`config.mk`:
```
export PLATFORM = sky130hd
export DESIGN_NAME = imem_port_arbiter
export DESIGN_NICKNAME = d
export VERILOG_FILES = /design/src/rtl/imem_port_arbiter.sv
export SDC_FILE = /design/constraint.sdc
export NUM_CORES = 1
export LEC_CHECK = 0
export BUFFER_PORTS_ARGS = -buffer_cell sky130_fd_sc_hd__buf_2
export CORE_UTILIZATION = 39
export DETAILED_ROUTE_END_ITERATION = 8
export PLACE_DENSITY = 0.81
export SLEW_MARGIN = 20
export SYNTH_ARGS = -nofsm -noshare
export SYNTH_HDL_FRONTEND = slang
export SYNTH_SLANG_ARGS = --single-unit
```
`constraint.sdc`:
```
create_clock -name clock -period 2.5 [get_ports clock]
set_clock_uncertainty 0.1 [all_clocks]
set_input_delay 0.125 -clock clock [delete_from_list [all_inputs] [get_ports clock]]
set_output_delay 0.125 -clock clock [all_outputs]
set_load 0.01 [all_outputs]
```
`src/rtl/imem_port_arbiter.sv`:
```
// Instruction-memory port arbiter: shares one synchronous-read RAM port
// between pipeline fetch and the debug program loader.
module imem_port_arbiter #(
    parameter int ADDR_W    = 11,
    parameter int DATA_W    = 32,
    parameter int MAX_BURST = 4,
    parameter int CNT_W     = 12
) (
    input  logic              clock,
    input  logic              reset,
    input  logic              fetch_req,
    input  logic [ADDR_W-1:0] fetch_addr,
    output logic [DATA_W-1:0] fetch_inst,
    output logic              fetch_valid,
    output logic              fetch_stall,
    input  logic              ld_req,
    input  logic              ld_we,
    input  logic [ADDR_W-1:0] ld_addr,
    input  logic [DATA_W-1:0] ld_wdata,
    output logic              ld_ack,
    output logic [DATA_W-1:0] ld_rdata,
    output logic              ld_rvalid,
    output logic [CNT_W-1:0]  load_count,
    output logic [ADDR_W-1:0] mem_addr,
    output logic              mem_we,
    output logic [DATA_W-1:0] mem_wdata,
    input  logic [DATA_W-1:0] mem_rdata
);

    typedef enum logic [1:0] {
        OWN_NONE,
        OWN_FETCH,
        OWN_LDREAD
    } owner_e;

    localparam int BW = $clog2(MAX_BURST + 1);
    localparam logic [BW-1:0]    BURST_MAX = BW'(MAX_BURST);
    localparam logic [CNT_W-1:0] CNT_MAX   = '1;

    logic [BW-1:0]     burst_q, burst_d;
    owner_e            owner_q, owner_d;
    logic [DATA_W-1:0] inst_q, inst_d;
    logic [CNT_W-1:0]  cnt_q, cnt_d;
    logic              ld_gnt;
    logic              f_gnt;

    // Grants are forced off while reset is held so every output reads 0.
    always_comb begin
        ld_gnt = 1'b0;
        f_gnt  = 1'b0;
        if (!reset) begin
            ld_gnt = ld_req & (~fetch_req | (burst_q < BURST_MAX));
            f_gnt  = fetch_req & ~ld_gnt;
        end
    end

    always_comb begin
        mem_addr  = '0;
        mem_we    = 1'b0;
        mem_wdata = '0;
        if (ld_gnt) begin
            mem_addr  = ld_addr;
            mem_we    = ld_we;
            mem_wdata = ld_wdata;
        end else if (f_gnt) begin
            mem_addr  = fetch_addr;
        end
    end

    assign ld_ack      = ld_gnt;
    assign fetch_stall = fetch_req & ~f_gnt & ~reset;

    assign fetch_valid = (owner_q == OWN_FETCH);
    assign ld_rvalid   = (owner_q == OWN_LDREAD);
    assign ld_rdata    = ld_rvalid ? mem_rdata : '0;
    assign fetch_inst  = fetch_valid ? mem_rdata : inst_q;
    assign load_count  = cnt_q;

    always_comb begin
        burst_d = '0;
        if (ld_gnt && fetch_req) begin
            burst_d = (burst_q == BURST_MAX) ? burst_q : burst_q + BW'(1);
        end

        owner_d = OWN_NONE;
        if (f_gnt) begin
            owner_d = OWN_FETCH;
        end else if (ld_gnt && !ld_we) begin
            owner_d = OWN_LDREAD;
        end

        // Held copy keeps fetch_inst stable across stalls.
        inst_d = fetch_valid ? mem_rdata : inst_q;

        cnt_d = cnt_q;
        if (ld_gnt && ld_we && (cnt_q != CNT_MAX)) begin
            cnt_d = cnt_q + CNT_W'(1);
        end
    end

    always_ff @(posedge clock or posedge reset) begin
        if (reset) begin
            burst_q <= '0;
            owner_q <= OWN_NONE;
            inst_q  <= '0;
            cnt_q   <= '0;
        end else begin
            burst_q <= burst_d;
            owner_q <= owner_d;
            inst_q  <= inst_d;
            cnt_q   <= cnt_d;
        end
    end

endmodule

```
==> results of run 1 <==
[per-stage QoR]
stage	total power, mW	hold WS, ps	worst slack, ps	cell area (um2)
after detailed placement	1.726	191.2	524.9	3732
after CTS	2.334	0.6694	207.0	4149
final	2.303	12.51	204.9	4149
after floorplan	1.392	90.64	521.6	2584
after global routing	2.435	3.824	86.92	4149
after global placement	1.688	193.6	583.2	3732
[power groups by stage]
stage                     Combinational (mW)  Clock, mW  Sequential, mW
after floorplan                        0.359          0            1.03
after global placement                 0.669          0            1.02
after detailed placement               0.691          0            1.03
after CTS                              0.727      0.588            1.02
after global routing                   0.775      0.624            1.04
final                                  0.720      0.565            1.02
[cell families (layout without fill, tap and decap cells)]
logic type,Yosys count,in the layout,synth area share
DFF,49,49,0.4746
adders and majority gates,3,3,0.01453
AOI/OAI and AO/OA,15,15,0.04649
and+or+nand+nor,102,102,0.2465
buffers and inverters,22,264,0.03680
xor gates and xnor gates,8,8,0.02712
muxes,35,35,0.1540
[registers in the layout (all words and copies together), names as in the netlist]
name and cells:
load_count 12, inst_q 32, burst_q 3, owner_q 2
[worst max-delay path by stage]
stage / depth (start not counted) / slack [ps] / to / from
after CTS: 7 / 210 / mem_addr[6] / reset
final: 7 / 200 / mem_addr[6] / reset
after global routing: 7 / 90 / mem_addr[9] / reset
after detailed placement: 5 / 520 / load_count[1] / load_count[0]
after global placement: 5 / 580 / load_count[1] / load_count[0]
after floorplan: 6 / 520 / load_count[1] / load_count[0]
[worst max-delay path: stages]
cell,delay (ps)
dlygate4sd3_1,550
buf_2,150
nor2b_1,170
buf_4,220
and2_1,440
a22o_1,250
buf_2,160
[layout make-up]
cell class	instances	area share
timing repair buffer	251	0.3432
multi-input combinational	163	0.3055
sequential	49	0.2955
tap	77	0.02322
clock buffer	7	0.02081
clock inverter	1	0.007238
inverter	5	0.004524
[synthesized netlist by cell type]
library cell,count,share of area
or4_4,1,0.0044
xnor2_1,8,0.027
clkbuf_1,11,0.016
nand3_1,7,0.014
and4_1,1,0.0034
buf_1,1,0.0015
nand4_1,5,0.012
inv_1,5,0.0073
and2_1,37,0.090
nand2_4,1,0.0044
o21ai_0,1,0.0019
nor2_1,3,0.0044
nor3b_1,1,0.0029
a21oi_1,1,0.0019
nand3_2,1,0.0039
nor2b_1,5,0.012
a31oi_1,1,0.0024
a22o_1,11,0.037
o21a_1,1,0.0029
buf_2,4,0.0077
buf_6,1,0.0044
nand2_1,1,0.0015
ha_1,3,0.015
mux2_4,1,0.0058
nand2b_1,1,0.0024
and3_1,38,0.092
mux2_2,34,0.15
dfrtp_1,49,0.47
[routing by layer]
metal,up-vias,part of all wire
li1,1299,-
met1,1248,0.35
met2,141,0.56
met3,16,0.060
met4,0,0.032
met5,-,0
[repair_timing]
item,4_1_cts,5_1_grt
buffers inserted,0,0
hold endpoints to repair,78,0
hold buffers,30,0
==> impl_results.md, run 1 <==
- Max cap viols: 0
- Routed vias: 2704
- Core Region: 6386 um2
- Status: finished, final reports clean
- Non-filler cells, final: 553
- CTS tree: built
- Hold path cells: 2
- Initial antenna violation count: 0
- Critical path class: input pin to output port
- Clock root cell: clkbuf_8
- Net Sw Frac: 0.2893
- Clock Latency Late Sink: 290 ps
- DR vias/cell: 4.890
- Vias in the first global route: 2607
- Period minus WS final: 2295 ps
- Area Growth Syn to Fin: 60.58%
- CP Capture Type: output port
- Register area: 1226 um2
- Final Setup Violations: 0
- Mapped Nets: 328
- Fin crit share: 0.9180
- Row count: 29
- M1 GR Usage: 0.2297
- Multi-input logic area: 1267 um2
- Wire length per cell: 14.53 um
- Comb power frac: 0.313
- Fraction of layout instances using a drive strength above 1: 0.5651
- Sum of negative setup slack: 0 ps
- RD Place Congestion: 0.8468
- Flop2flop setup slack: 480 ps
- Most Crowded Layer GR: met2
- CTS Buffer Depth: 2
- Max_slew headroom: 0.5951
- Final hold viol count: 0
- CTS Buf Count: 5
- Mapped cell area: 2584 um2
- Max Fclk: 435.7 MHz
- WL final: 8037 um
- Number of synthesized register bits: 49
- Crit start category: input pin
- Req. time, crit path: 2280 ps
- Sink Count: 49
- Power Internal: 1.637 mW
- LEAKAGE: 2.383 nW
- Die area: 6955 um2
- Congestion Overflow GR: 0
- Dpl cells: 515
- Clock share of power: 0.246
- Hold_sp: mem_rdata[15]
- DPL Wire Length: 6075 um
- Max-slew violations: 0
- RSZ-0062 raised after global routing: no
- Nets: 569
- Total Routing Usage GR: 0.2288
- H-tree depth: 2
- Mean cell area of the mapped netlist: 11.04 um2
- Iteration-0 DRC count of the detailed router: 49
- IO Pins: 215
- Largest net degree at the start of global routing: 50
- R2r startpoint: load_count[1]
- Synth unique cells: 28
- Peak VDD IR: 0.3293 mV
- Worst-path maximum fanout: 20
- Drt pass-1 iters: 4
- # fillers: 523
- PD cells: 555.0 nW/um2
- FF-to-FF End: load_count[1]
- Switch Pwr: 0.6662 mW
- Worst-Margin Slew: 607.4 ps
- Initial Util: 0.4046
- Met2 Track Usage GR: 0.4553
- Register area share after synthesis: 0.4746
- Synth Instances: 234
- First-pass GRT wire length: 12620 um
- ANT cells: 0
- Hold Crit Class: input pin to register
- # DRC: 0
- Hold path endpoint: inst_q[15]
- Post_cts resized: 0
- Commonest non-fill, non-tap cell in the layout: buf_2
- Die H: 83.40 um
- Worst-path clk slew: 80 ps
- Post-DRT Antenna Nets: 0
- Number of port buffers: 214
- Yosys warning total: 0
- Sequential Power Share: 0.442
- WP data arrival: 2070 ps
- Final Util: 0.6497
- Die W: 83.40 um
- Highest-count cells in the layout ignoring fill and taps: buf_2 (214), dfrtp_1 (49), and3_1 (38)
- Cell count of the worst reg-to-reg path: 5
- M3 GR Usage: 0.03777
No activity file was read; power rests on OpenSTA's default activity.
==> run 2: changes to the inputs <==
--- a/config.mk
+++ b/config.mk
@@ -5,10 +5,10 @@
 export SDC_FILE = /design/constraint.sdc
 export NUM_CORES = 1
 export LEC_CHECK = 0
-export BUFFER_PORTS_ARGS = -buffer_cell sky130_fd_sc_hd__buf_2
-export CORE_UTILIZATION = 39
+export CORE_AREA = 2 2 84 86
 export DETAILED_ROUTE_END_ITERATION = 8
-export PLACE_DENSITY = 0.81
+export DIE_AREA = 0 0 86 88
+export DONT_BUFFER_PORTS = 1
 export SLEW_MARGIN = 20
 export SYNTH_ARGS = -nofsm -noshare
 export SYNTH_HDL_FRONTEND = slang
==> impl_results.md, run 2 (same netlist as run 1, synthesis figures left out) <==
- IO Pins: 215 (unchanged)
- CTS tree: built
- Hold slack: 63.80 ps (+51.29 ps)
- Worst-path maximum fanout: 19 (-5.0%)
- Worst-Margin Slew: 648.0 ps (+40.64 ps)
- Hold path endpoint: owner_q[0]
- ANT cells: 0 (unchanged)
- DPL Wire Length: 5473 um (-9.9%)
- Number of port buffers: 0 (-100%)
- Sequential Power Share: 0.497 (+0.055)
- Crit start category: register
- Max_slew headroom: 0.5680 (-0.02709)
- Fin crit share: 0.8520 (-0.06598)
- Req. time, crit path: 2280 ps (about the same)
- Die W: 86 um (+3.1%)
- Sum of negative setup slack: 0 ps (unchanged)
- Flop2flop setup slack: 390 ps (-90 ps)
- Comb power frac: 0.225 (-0.088)
- RSZ-0062 raised after global routing: no
- Critical path class: register to output port
- R2r startpoint: burst_q[2]
- Vias in the first global route: 1819 (-30%)
- # DRC: 0 (unchanged)
- Reg with most FFs: inst_q
- Final Setup Violations: 0 (unchanged)
- Die area: 7568 um2 (+8.8%)
- Clock share of power: 0.279 (+0.033)
- Initial antenna violation count: 0 (unchanged)
- WP data arrival: 1910 ps (-160 ps)
- LEAKAGE: 1.437 nW (-40%)
- CP Capture Type: output port
- Net Sw Frac: 0.2981 (+0.008839)
- CTS Buffer Depth: 2 (unchanged)
- Routed vias: 1923 (-29%)
- Max reg flops: 32 (unchanged)
- H-tree depth: 2 (unchanged)
- Nets: 359 (-37%)
- Iteration-0 DRC count of the detailed router: 87 (+78%)
- Drt pass-1 iters: 4 (unchanged)
- Post-DRT Antenna Nets: 0 (unchanged)
- Clock Latency Late Sink: 300 ps (about the same)
- Worst setup path start: burst_q[2]
- Status: finished, final reports clean
- Congestion Overflow GR: 0 (unchanged)
- Hold path cells: 2 (unchanged)
- Hold_sp: fetch_req
- Max-slew violations: 0 (unchanged)
- Largest net degree at the start of global routing: 50 (unchanged)
- Period minus WS final: 2130 ps (-165.0 ps)
- Dpl cells: 304 (-41%)
- Core Region: 6644 um2 (+4.0%)
- Clock root cell: clkbuf_8
- Worst-path clk slew: 90 ps (about the same)
- Die H: 88 um (+5.5%)
- Power Internal: 1.472 mW (-10%)
- Final hold viol count: 0 (unchanged)
- FF-to-FF End: load_count[10]
- DR vias/cell: 5.558 (+14%)
- Max Fclk: 469.5 MHz (+7.7%)
- Cell count of the worst reg-to-reg path: 4 (-1)
- Switch Pwr: 0.6252 mW (-6.2%)
- Post_cts resized: 0 (unchanged)
- Row count: 30 (+3.4%)
- Initial Util: 0.3889 (-0.01570)
- RD Place Congestion: 0.7918 (-6.5%)
- PD cells: 667.2 nW/um2 (+20%)
- CTS Buf Count: 5 (unchanged)
- Sink Count: 49 (unchanged)
- Fraction of layout instances using a drive strength above 1: 0.2105 (-0.3546)
- Area Growth Syn to Fin: 21.65%
- Max cap viols: 0 (unchanged)
- First-pass GRT wire length: 10150 um (-20%)
- Peak VDD IR: 0.2297 mV (-30%)
- Hold Crit Class: input pin to register
- Commonest non-fill, non-tap cell in the layout: dfrtp_1
- Wire length per cell: 20.83 um (+43%)
- Total Routing Usage GR: 0.1787 (-0.05007)
- WL final: 7207 um (-10%)
- # fillers: 598 (+14%)
- Non-filler cells, final: 346 (-37%)
- Highest-count cells in the layout ignoring fill and taps: dfrtp_1 (49), and3_1 (38), and2_1 (37)
-- run 2: worst max path at each step --
stage,end,slack [ps],depth (start not counted)
floorplan,load_count[1],520,6
CTS,mem_addr[8],380,3
detailed placement,load_count[1],440,5
finish,mem_addr[2],370,3
global placement,load_count[1],510,5
global route,mem_addr[8],250,3
-- run 2: per-stage QoR --
| step | instance area (um2) | setup WS (ps) | util | power, mW |
|---|---|---|---|---|
| 6_report | 3143 | 369.9 | 0.4731 | 2.097 |
| 5_1_grt | 3143 | 253.7 | 0.4731 | 2.220 |
| 4_1_cts | 3143 | 376.2 | 0.4731 | 2.131 |
| 3_5_place_dp | 2683 | 439.1 | 0.4038 | 1.497 |
| 3_3_place_gp | 2683 | 508.5 | 0.4038 | 1.478 |
| 2_1_floorplan | 2584 | 521.6 | - | 1.392 |
-- run 2: final cells by class --
cell class                 count  area, um2  area share
tap                           80      100.1     0.03185
clock inverter                 2      37.54     0.01194
multi-input combinational    163       1272      0.4049
timing repair buffer          41      405.4      0.1290
inverter                       5      18.77    0.005971
clock buffer                   6      82.58     0.02627
sequential                    49       1226      0.3901
-- run 2: critical path, cell delays in order, from the launching register on --
cell,delay [ps]
dfrtp_1,390
nand2_1,360
and2_1,480
a22o_1,370
-- run 2: routing by layer --
metal	share of wire	up-vias	wire length (um)	GRT usage
li1	-	873	-	-
met2	0.52	144	3722	0.3291
met4	0.019	0	136	0.05339
met3	0.096	13	694	0.05090
met5	0	-	0	0
met1	0.37	893	2653	0.2005
-- run 2: power by group through the flow --
stage	Clock [mW]	Combinational (mW)	Sequential, mW
floorplan	0	0.359	1.03
global placement	0	0.426	1.05
detailed placement	0	0.436	1.06
CTS	0.607	0.479	1.04
global route	0.650	0.509	1.06
finish	0.584	0.471	1.04
-- run 2: timing repair --
| action | in CTS | in global routing |
|---|---|---|
| hold buffers | 34 | 0 |
| hold endpoints to repair | 83 | 0 |
| setup buffers | 0 | 0 |
==> run 3: changes to the inputs <==
--- a/config.mk
+++ b/config.mk
@@ -5,10 +5,13 @@
 export SDC_FILE = /design/constraint.sdc
 export NUM_CORES = 1
 export LEC_CHECK = 0
-export CORE_AREA = 2 2 84 86
+export CELL_PAD_IN_SITES_DETAIL_PLACEMENT = 0
+export CELL_PAD_IN_SITES_GLOBAL_PLACEMENT = 1
+export CORE_AREA = 2 2 82 84
 export DETAILED_ROUTE_END_ITERATION = 8
-export DIE_AREA = 0 0 86 88
+export DIE_AREA = 0 0 84 86
 export DONT_BUFFER_PORTS = 1
+export PLACE_DENSITY_LB_ADDON = 0.1
 export SLEW_MARGIN = 20
 export SYNTH_ARGS = -nofsm -noshare
 export SYNTH_HDL_FRONTEND = slang
==> constraint.sdc (replaced) <==
create_clock -name clock -period 2.3 [get_ports clock]
set_clock_uncertainty 0.1 [all_clocks]
set_input_delay 0.115 -clock clock [delete_from_list [all_inputs] [get_ports clock]]
set_output_delay 0.115 -clock clock [all_outputs]
set_load 0.01 [all_outputs]
==> impl_results.md, run 3 (same netlist as run 1, synthesis figures left out) <==
- Status: finished, final reports clean
- LEAKAGE: 1.438 nW (about the same)
- Comb power frac: 0.225 (about the same)
- Peak VDD IR: 0.4038 mV (+76%)
- Family with the most delay on the worst path: simple AND/OR/NAND/NOR gates
- RSZ-0062 raised after global routing: no
- Net Sw Frac: 0.3036 (+0.005441)
- CTS Buf Count: 5 (unchanged)
- Area Growth Syn to Fin: 21.21%
- Clock share of power: 0.273 (-0.006)
- ANT cells: 0 (unchanged)
- Max reg flops: 32 (unchanged)
- Worst-path maximum fanout: 7 (-12)
- Post-cts hold buffer count: 34 (unchanged)
- CTS Buffer Depth: 2 (unchanged)
- Max incr delay on CP: 600 ps (+120 ps)
- Hold path cells: 2 (unchanged)
- Initial antenna violation count: 0 (unchanged)
- DPL Wire Length: 4729 um (-14%)
- Worst slack at placement: 226.9 ps (-212.2 ps)
- CP Capture Type: register
- Post-DRT Antenna Nets: 0 (unchanged)
- Iteration-0 DRC count of the detailed router: 72 (-17%)
- Vias in the first global route: 1937 (+6.5%)
- Congestion Overflow GR: 0 (unchanged)
- First-pass GRT wire length: 9880 um (-2.7%)
- Post_cts resized: 0 (unchanged)
- Row count: 29 (-3.3%)
- Die W: 84 um (-2.3%)
- Post CTS Setup Buffer Count: 0 (unchanged)
- Max cap viols: 0 (unchanged)
- Fin crit share: 0.8991
- WP data arrival: 2170 ps (+260 ps)
- Sink Count: 49 (unchanged)
- DR vias/cell: 5.595 (+0.66%)
- RD Place Congestion: 0.7600 (-4.0%)
- Nets: 359 (unchanged)
- Die H: 86 um (-2.3%)
- Commonest non-fill, non-tap cell in the layout: dfrtp_1
- Largest net degree at the start of global routing: 50 (unchanged)
- Core Region: 6277 um2 (-5.5%)
- CTS tree: built
- Routed vias: 1919 (-0.21%)
- IO Pins: 215 (unchanged)
- Die area: 7224 um2 (-4.5%)
- Hold Crit Class: input pin to register
- Max_slew headroom: 0.5908 (+0.02276)
- CP Buf/Inv Count: 0 (unchanged)
- Cell count of the worst reg-to-reg path: 5 (+1)
- Crit start category: register
- Max Fclk: 483.6 MHz
- Req. time, crit path: 2400 ps (+120 ps)
- Sum of negative setup slack: 0 ps (unchanged)
- Period minus WS final: 2068 ps
- Number of port buffers: 0 (unchanged)
- PD cells: 721.0 nW/um2 (+8.1%)
- Total Routing Usage GR: 0.1716 (-0.007143)
- Worst-path clk slew: 100 ps (about the same)
- Clock Latency Late Sink: 300 ps (about the same)
- Critical path class: register to register
- H-tree depth: 2 (unchanged)
- WL final: 6522 um (-9.5%)
- # DRC: 0 (unchanged)
- Worst-Margin Slew: 613.9 ps (-34.14 ps)
- Highest-count cells in the layout ignoring fill and taps: dfrtp_1 (49), and3_1 (38), and2_1 (37)
- Wire length per cell: 19.01 um (-8.7%)
- Sequential Power Share: 0.502 (+0.005)
- Hold slack: 50.65 ps (-13.15 ps)
- Clock root cell: clkbuf_8
- CP Cell Sequence: ha_1 -> nand3_2 -> or4_4 -> nand2_4 -> mux2_4
- Fraction of layout instances using a drive strength above 1: 0.2105 (unchanged)
- WP depth: 5 (+2)
- Final Setup Violations: 0 (unchanged)
- Reg with most FFs: inst_q
- Final hold viol count: 0 (unchanged)
- CP max-delay cell: or4_4
- Switch Pwr: 0.6854 mW (+9.6%)
- Max-slew violations: 0 (unchanged)
- Initial Util: 0.4116 (+0.02271)
- Drt pass-1 iters: 4 (unchanged)
- Power Internal: 1.573 mW (+6.8%)
- Final worst slack: 232.1 ps (-137.8 ps)
[run 3: cell count changes in the layout (fill, tap and decap cells not counted), sizes merged]
cell      before  now
inv            5    6
clkbuf         6    5
clkinvlp       1    0
clkinv         0    1
[run 3: metrics by stage]
step | utilization | cell area [um2] | instances | total power [mW]
CTS | 0.4989 | 3132 | 343 | 2.293
global route | 0.4989 | 3132 | 343 | 2.388
detailed placement | 0.4267 | 2679 | 301 | 1.624
finish | 0.4989 | 3132 | 343 | 2.258
global placement | 0.4267 | 2679 | 301 | 1.600
floorplan | - | 2584 | 234 | 1.513
[run 3: path summary, 6_finish.rpt]
| kind | endpoint | slack, ps | startpoint |
|---|---|---|---|
| max | load_count[1] | 230 | load_count[0] |
| min | owner_q[0] | 50 | fetch_req |
| max in group asynchronous | inst_q[8] | 1320 | reset |
| min reg2reg | inst_q[26] | 450 | inst_q[26] |
| max reg2reg | load_count[1] | 230 | load_count[0] |
| min in group asynchronous | load_count[7] | 360 | reset |
[run 3: worst reg2reg max path, stage by stage, from the launching register on]
cell and delay, ps:
dfrtp_1 490, ha_1 250, nand3_2 120, or4_4 600, nand2_4 110, mux2_4 300
[run 3: layout make-up]
type,instances,area (um2)
fillers,553,3146
multi-input cells,163,1272
flip-flops and latches,49,1226
repair buffers,41,405.4
well taps,77,96.34
clock buffers,5,68.82
clock inverters,3,43.79
inverters,5,18.77
[run 3: routing by layer]
metal | routed length, um | global-route usage | share of wire
met1 | 2528 | 0.1935 | 0.39
met2 | 3285 | 0.3091 | 0.50
met3 | 617 | 0.05967 | 0.095
met4 | 91 | 0.04839 | 0.014
met5 | 0 | 0 | 0
[run 3: power groups by stage]
stage / registers, mW / logic, mW / clock network [mW]
after floorplan: 1.12 / 0.391 / 0
after global routing: 1.16 / 0.555 / 0.677
after detailed placement: 1.15 / 0.470 / 0
final: 1.13 / 0.508 / 0.615
after global placement: 1.14 / 0.460 / 0
after CTS: 1.14 / 0.518 / 0.639
